### src/rtl/color_menu_nav_pkg.sv
// Shared definitions for the colour-menu navigation front end:
// menu item codes, FSM state encoding, button indices and selector helpers.
package color_menu_pkg;

    // Menu items, in cursor order; the last one leaves the menu.
    localparam logic [1:0] ITEM_RED   = 2'd0;
    localparam logic [1:0] ITEM_GREEN = 2'd1;
    localparam logic [1:0] ITEM_BLUE  = 2'd2;
    localparam logic [1:0] ITEM_EXIT  = 2'd3;

    // Navigation FSM states.
    typedef enum logic [1:0] {
        ST_IDLE  = 2'd0,
        ST_ARMED = 2'd1,
        ST_NAV   = 2'd2
    } nav_state_t;

    // Bit positions of the buttons inside the packed button vectors.
    localparam int BTN_UP     = 0;
    localparam int BTN_DOWN   = 1;
    localparam int BTN_LEFT   = 2;
    localparam int BTN_RIGHT  = 3;
    localparam int BTN_CENTER = 4;
    localparam int NUM_BTNS   = 5;

    // Counter widths; both counters saturate instead of wrapping.
    localparam int DBNC_W = 16;
    localparam int RPT_W  = 24;

    // Cursor one step towards the top of the list, wrapping to the last item.
    function automatic logic [1:0] sel_prev(input logic [1:0] sel, input logic [1:0] last);
        return (sel == ITEM_RED) ? last : sel - 2'd1;
    endfunction

    // Cursor one step towards the bottom of the list, wrapping to the first item.
    function automatic logic [1:0] sel_next(input logic [1:0] sel, input logic [1:0] last);
        return (sel == last) ? ITEM_RED : sel + 2'd1;
    endfunction

endpackage

### src/rtl/color_menu_nav_debounce.sv
// One push-button path: 2-flop synchroniser, consecutive-cycle debounce
// counter and registered rising-edge detect of the debounced level.
module btn_debounce
    import color_menu_pkg::*;
#(
    parameter logic [15:0] DEBOUNCE_CYCLES = 16'd5000
) (
    input  logic slow_clock,
    input  logic reset,
    input  logic raw,
    output logic level,
    output logic press
);

    localparam logic [DBNC_W-1:0] COUNT_LAST = DEBOUNCE_CYCLES - 16'd1;
    localparam logic [DBNC_W-1:0] COUNT_MAX  = '1;

    logic              sync1_reg;
    logic              sync2_reg;
    logic              level_reg;
    logic              press_reg;
    logic [DBNC_W-1:0] count_reg;

    // Bring the asynchronous raw input into the clock domain.
    always_ff @(posedge slow_clock) begin
        if (reset) begin
            sync1_reg <= 1'b0;
            sync2_reg <= 1'b0;
        end else begin
            sync1_reg <= raw;
            sync2_reg <= sync1_reg;
        end
    end

    // Flip the debounced level after enough consecutive disagreeing cycles;
    // a single agreeing cycle restarts the count. Press marks a 0->1 flip.
    always_ff @(posedge slow_clock) begin
        if (reset) begin
            level_reg <= 1'b0;
            press_reg <= 1'b0;
            count_reg <= '0;
        end else begin
            press_reg <= 1'b0;
            if (sync2_reg != level_reg) begin
                if (count_reg >= COUNT_LAST) begin
                    level_reg <= sync2_reg;
                    press_reg <= sync2_reg;
                    count_reg <= '0;
                end else if (count_reg != COUNT_MAX) begin
                    count_reg <= count_reg + 1'b1;
                end
            end else begin
                count_reg <= '0;
            end
        end
    end

    assign level = level_reg;
    assign press = press_reg;

endmodule

### src/rtl/color_menu_nav.sv
// Colour-menu navigation front end: debounces five buttons, moves a
// wrap-around cursor over RED/GREEN/BLUE/EXIT and produces single-cycle
// left/right adjust pulses (with auto-repeat) and an exit request.
module color_menu_nav
    import color_menu_pkg::*;
#(
    parameter logic [15:0] DEBOUNCE_CYCLES = 16'd5000,
    parameter logic [23:0] REPEAT_DELAY    = 24'd50000,
    parameter logic [23:0] REPEAT_PERIOD   = 24'd10000,
    parameter logic [2:0]  NUM_ITEMS       = 3'd4
) (
    input  logic       slow_clock,
    input  logic       reset,
    input  logic       menu_active,
    input  logic       btn_up,
    input  logic       btn_down,
    input  logic       btn_left,
    input  logic       btn_right,
    input  logic       btn_center,
    output logic [1:0] selector,
    output logic       left,
    output logic       right,
    output logic       exit_pulse,
    output logic       nav_busy
);

    localparam logic [2:0]       LAST_WIDE = NUM_ITEMS - 3'd1;
    localparam logic [1:0]       LAST_ITEM = LAST_WIDE[1:0];
    localparam logic [RPT_W-1:0] RPT_MAX   = '1;

    logic [NUM_BTNS-1:0] raw_btn;
    logic [NUM_BTNS-1:0] level_btn;
    logic [NUM_BTNS-1:0] press_btn;

    nav_state_t       state_reg;
    logic [1:0]       selector_reg;
    logic             left_reg;
    logic             right_reg;
    logic             exit_reg;
    logic             nav_busy_reg;
    logic             rpt_active_reg;
    logic             rpt_first_reg;
    logic             rpt_dir_reg;     // 0 = left, 1 = right
    logic [RPT_W-1:0] rpt_cnt_reg;

    logic [1:0]       sel_target;
    logic             on_exit;
    logic             left_start;
    logic             right_start;
    logic             hold_match;
    logic [RPT_W-1:0] rpt_target;
    logic             rpt_due;

    assign raw_btn = {btn_center, btn_right, btn_left, btn_down, btn_up};

    generate
        for (genvar gi = 0; gi < NUM_BTNS; gi++) begin : g_btn
            btn_debounce #(
                .DEBOUNCE_CYCLES(DEBOUNCE_CYCLES)
            ) u_btn (
                .slow_clock(slow_clock),
                .reset     (reset),
                .raw       (raw_btn[gi]),
                .level     (level_btn[gi]),
                .press     (press_btn[gi])
            );
        end
    endgenerate

    // Decode this cycle's button events into cursor and adjust intents.
    always_comb begin
        on_exit    = (selector_reg == LAST_ITEM);
        sel_target = selector_reg;
        if (press_btn[BTN_UP] && !press_btn[BTN_DOWN]) begin
            sel_target = sel_prev(selector_reg, LAST_ITEM);
        end else if (press_btn[BTN_DOWN] && !press_btn[BTN_UP]) begin
            sel_target = sel_next(selector_reg, LAST_ITEM);
        end
        // A new press only counts when the opposite direction is not held.
        left_start  = press_btn[BTN_LEFT]  && !level_btn[BTN_RIGHT] && !on_exit;
        right_start = press_btn[BTN_RIGHT] && !level_btn[BTN_LEFT]  && !on_exit;
        hold_match  = rpt_dir_reg ? (level_btn[BTN_RIGHT] && !level_btn[BTN_LEFT])
                                  : (level_btn[BTN_LEFT]  && !level_btn[BTN_RIGHT]);
        rpt_target  = rpt_first_reg ? REPEAT_DELAY : REPEAT_PERIOD;
        rpt_due     = (rpt_cnt_reg == rpt_target);
    end

    // Navigation FSM with registered cursor, pulses and auto-repeat timer.
    always_ff @(posedge slow_clock) begin
        if (reset) begin
            state_reg      <= ST_IDLE;
            selector_reg   <= ITEM_RED;
            left_reg       <= 1'b0;
            right_reg      <= 1'b0;
            exit_reg       <= 1'b0;
            nav_busy_reg   <= 1'b0;
            rpt_active_reg <= 1'b0;
            rpt_first_reg  <= 1'b0;
            rpt_dir_reg    <= 1'b0;
            rpt_cnt_reg    <= '0;
        end else begin
            left_reg     <= 1'b0;
            right_reg    <= 1'b0;
            exit_reg     <= 1'b0;
            nav_busy_reg <= (state_reg == ST_NAV);
            if (!menu_active) begin
                // Menu closed from outside: drop back, keep the cursor.
                state_reg      <= ST_IDLE;
                rpt_active_reg <= 1'b0;
                rpt_cnt_reg    <= '0;
            end else begin
                case (state_reg)
                    ST_IDLE: begin
                        state_reg      <= ST_ARMED;
                        selector_reg   <= ITEM_RED;
                        rpt_active_reg <= 1'b0;
                        rpt_cnt_reg    <= '0;
                    end
                    ST_ARMED: begin
                        // Do not start navigating until every button is released.
                        if (level_btn == '0) begin
                            state_reg <= ST_NAV;
                        end
                        rpt_active_reg <= 1'b0;
                        rpt_cnt_reg    <= '0;
                    end
                    ST_NAV: begin
                        if (press_btn[BTN_CENTER] && on_exit) begin
                            exit_reg       <= 1'b1;
                            state_reg      <= ST_IDLE;
                            rpt_active_reg <= 1'b0;
                            rpt_cnt_reg    <= '0;
                        end else begin
                            selector_reg <= sel_target;
                            if (left_start) begin
                                left_reg       <= 1'b1;
                                rpt_active_reg <= 1'b1;
                                rpt_first_reg  <= 1'b1;
                                rpt_dir_reg    <= 1'b0;
                                rpt_cnt_reg    <= 24'd1;
                            end else if (right_start) begin
                                right_reg      <= 1'b1;
                                rpt_active_reg <= 1'b1;
                                rpt_first_reg  <= 1'b1;
                                rpt_dir_reg    <= 1'b1;
                                rpt_cnt_reg    <= 24'd1;
                            end else if (rpt_active_reg && hold_match && !on_exit) begin
                                if (rpt_due) begin
                                    left_reg      <= !rpt_dir_reg;
                                    right_reg     <= rpt_dir_reg;
                                    rpt_first_reg <= 1'b0;
                                    rpt_cnt_reg   <= 24'd1;
                                end else if (rpt_cnt_reg != RPT_MAX) begin
                                    rpt_cnt_reg <= rpt_cnt_reg + 1'b1;
                                end
                            end else begin
                                rpt_active_reg <= 1'b0;
                                rpt_cnt_reg    <= '0;
                            end
                            // Moving the cursor always cancels any pending repeat.
                            if (sel_target != selector_reg) begin
                                rpt_active_reg <= 1'b0;
                                rpt_cnt_reg    <= '0;
                            end
                        end
                    end
                    default: begin
                        state_reg      <= ST_IDLE;
                        rpt_active_reg <= 1'b0;
                        rpt_cnt_reg    <= '0;
                    end
                endcase
            end
        end
    end

    assign selector   = selector_reg;
    assign left       = left_reg;
    assign right      = right_reg;
    assign exit_pulse = exit_reg;
    assign nav_busy   = nav_busy_reg;

endmodule
### config.mk
export PLATFORM = sky130hd
export DESIGN_NAME = color_menu_nav
export DESIGN_NICKNAME = d
export VERILOG_FILES = /design/src/rtl/color_menu_nav_pkg.sv /design/src/rtl/color_menu_nav_debounce.sv /design/src/rtl/color_menu_nav.sv
export SDC_FILE = /design/constraint.sdc
export NUM_CORES = 1
export LEC_CHECK = 0
export CAP_MARGIN = 10
export CORE_ASPECT_RATIO = 1.4
export CORE_MARGIN = 2
export CORE_UTILIZATION = 59
export CTS_CLUSTER_SIZE = 25
export DETAILED_ROUTE_END_ITERATION = 16
export GPL_ROUTABILITY_DRIVEN = 0
export MAX_ROUTING_LAYER = met4
export PLACE_DENSITY = 0.73
export SYNTH_ARGS = -nofsm -noshare
export SYNTH_HDL_FRONTEND = slang
export SYNTH_HIERARCHICAL = 1
export SYNTH_SLANG_ARGS = --single-unit
### constraint.sdc
create_clock -name slow_clock -period 3.48 [get_ports slow_clock]
set_input_delay 0.348 -clock slow_clock [delete_from_list [all_inputs] [get_ports slow_clock]]
set_output_delay 0.348 -clock slow_clock [all_outputs]
set_load 0.005 [all_outputs]
==> out/summary.txt <==
Core Region: 0.0109 mm^2
first-pass GRT wire length: 24200 um
max-slew violations: 0
clock power share: 51.5%
post-route ant nets: 0
Post-Synthesis Cells: 733
Synth Cell Area: 0.00667 mm^2
synth warn: 6
CTS resizes: 0
die area: 0.0122 mm^2
PD cells: 453 mW/mm^2
antenna violations before repair: 0
Synth-to-Final Area Change: 11.6%
final WL: 13700 um
max reg flops: 80
CTS Sinks: 135
f_max: 380 MHz
RSZ-0062 raised after global routing: no
setup TNS: 0 ps
worst-margin pin slew: 995 ps
die span in x: 93.9 um
Clock Latency Late Sink: 400 ps
total track usage: 24.7%
Cell Count, Final, Fillers Out: 908
pin count of the biggest net entering global routing: 48
global route overflow: 0
Comb power frac: 1.7%
CTS tree: built
Post-CTS Hold Fix Bufs: 0
multiplexer share of the synthesized area: 1.20%
setup bufs post-CTS: 0
prevailing post-synth register cell: dfxtp_1
count of input and output buffers: 13
H-tree level count: 4
vias in the first global route: 5474
CP endpoint kind: flop
WP data arrival: 2940 ps
Max IR drop VDD: 0.000427 V
post-synth top area share: 40.5%
# DRC: 0
Setup Skew: 7.60 ps
CTS buffer count: 17
via density per instance: 6.37
Post-Synth XOR/XNOR Area: 2.10%
final hold violations: 0
cell row count: 45
Hold Path Class: flop to flop
Yosys top cell by area: dfxtp_1
synth top area cells: dfxtp_1, a211oi_1, nor3_1, or4_1, o21ai_0
Yosys reg bits: 135
post-layout util: 68.1%
clock slew at reported path FFs: 60 ps
post-synthesis compound-gate area fraction: 18.9%
Max-cap violations: 0
I/O pin total: 14
min Tclk post-route: 2630 ps
CP Max Fanout: 23
Synth Area per Inst: 9.10 um^2
root buffer cell: clkbuf_16
layout cells sized above 1: 9.65%
Sw Ratio: 20.5%
WS Path Type: flop to flop
status: finished, final reports clean
initial drt markers: 331
relative slew slack: 33.1%
Initial Util: 61.1%
number of synthesized flops with an enable pin: 0
Placed Cells: 876
die height: 130 um
final period utilization: 75.7%
largest family of logic cells by synthesized area: simple AND/OR/NAND/NOR gates
NumNets Final: 771
post-synthesis sequential area ratio: 40.5%
Reg power frac: 46.8%
CP Launch Type: flop
simple-gate share of the synthesized area: 31.5%
Area after DPL: 0.00686 mm^2
Int Power: 2.68 mW
clk buf depth: 2
DR WL/cell: 15.1 um
required time of the critical path: 3790 ps
Sw Pwr: 692 uW
fin area: 0.00744 mm^2
most frequent cell after synthesis: dfxtp_1
Synth top cells by count: dfxtp_1, nor3_1
Ant. Diodes: 0
vias post-DR: 5788
Synth Area in Adders: 1.69%
leakage: 2.19 nW
Post-synth ARST share: 0%
DPL Wire Length: 9300 um
DRT Pass-1 Iters: 4
count of cell types in the netlist: 59
Final setup viols: 0
## metal layers
metal	global-route usage (%)	up-vias	routed length (um)
li1	-	2877	-
met4	9.38	0	223
met1	28.1	2785	6070
met5	-	-	0
met3	5.43	22	458
met2	42.4	104	6970
## layout make-up
type / count / area, um^2
repair buffers: 16 / 153
clock inverters: 12 / 128
clock buffers: 20 / 457
flip-flops and latches: 135 / 2700
well taps: 141 / 176
inverters: 20 / 75.1
multi-input cells: 564 / 3750
fillers: 866 / 3480
## worst paths after layout
kind,cells past startpoint,to,start,slack (ps)
worst max register to register,7,rpt_cnt_reg[14],selector[1],850
worst min register to register,1,g_btn[0].u_btn/sync2_reg,g_btn[0].u_btn/sync1_reg,430
worst max-delay path,7,rpt_cnt_reg[14],selector[1],850
worst min-delay path,1,g_btn[0].u_btn/sync2_reg,g_btn[0].u_btn/sync1_reg,430
## critical path, cell delays in order, from the launching register on
cell and delay, ps:
dfxtp_1 370, ha_1 290, nand2_1 140, or3b_4 410
a211o_1 320, or4_1 520, buf_4 260, a311oi_1 240
## power groups by stage
stage	combinational, mW	clock (mW)	sequential, mW
floorplan	0.0361	0	1.61
global placement	0.0540	0	1.61
detailed placement	0.0558	0	1.61
CTS	0.0566	1.78	1.58
global route	0.0645	1.85	1.58
finish	0.0569	1.74	1.58
## cells by family (layout without fill, tap and decap cells)
group                      Yosys count  after routing
and+or+nand+nor                    346            346
adders and majority gates            9              9
AOI/OAI and AO/OA                  170            170
muxes                                8              8
buffers and inverters               44             68
other                                5             15
xor gates and xnor gates            16             16
DFF                                135            135
## metrics by stage
stage | hold WS, ps | setup WS, ps | power, mW
2_1_floorplan | 414 | 1130 | 1.65
3_3_place_gp | 419 | 715 | 1.67
3_5_place_dp | 426 | 638 | 1.67
4_1_cts | 441 | 837 | 3.41
5_1_grt | 462 | 712 | 3.50
6_report | 433 | 845 | 3.38
## layout by cell type (no fill, tap or decap), drive strengths merged, types with 13 or more instances in the layout
master         instances
nor2b                 18
nand3                 28
nand4                 32
or4                   27
inv                   20
dfxtp                135
nor4                  24
conb                  15
clkdlybuf4s50         13
o21ai                 40
clkbuf                20
a21oi                 18
or3                   35
o31ai                 22
nor3                  41
a211oi                45
xnor2                 15
nand2                 40
nor2                  43
No activity file was read; power rests on OpenSTA's default activity.
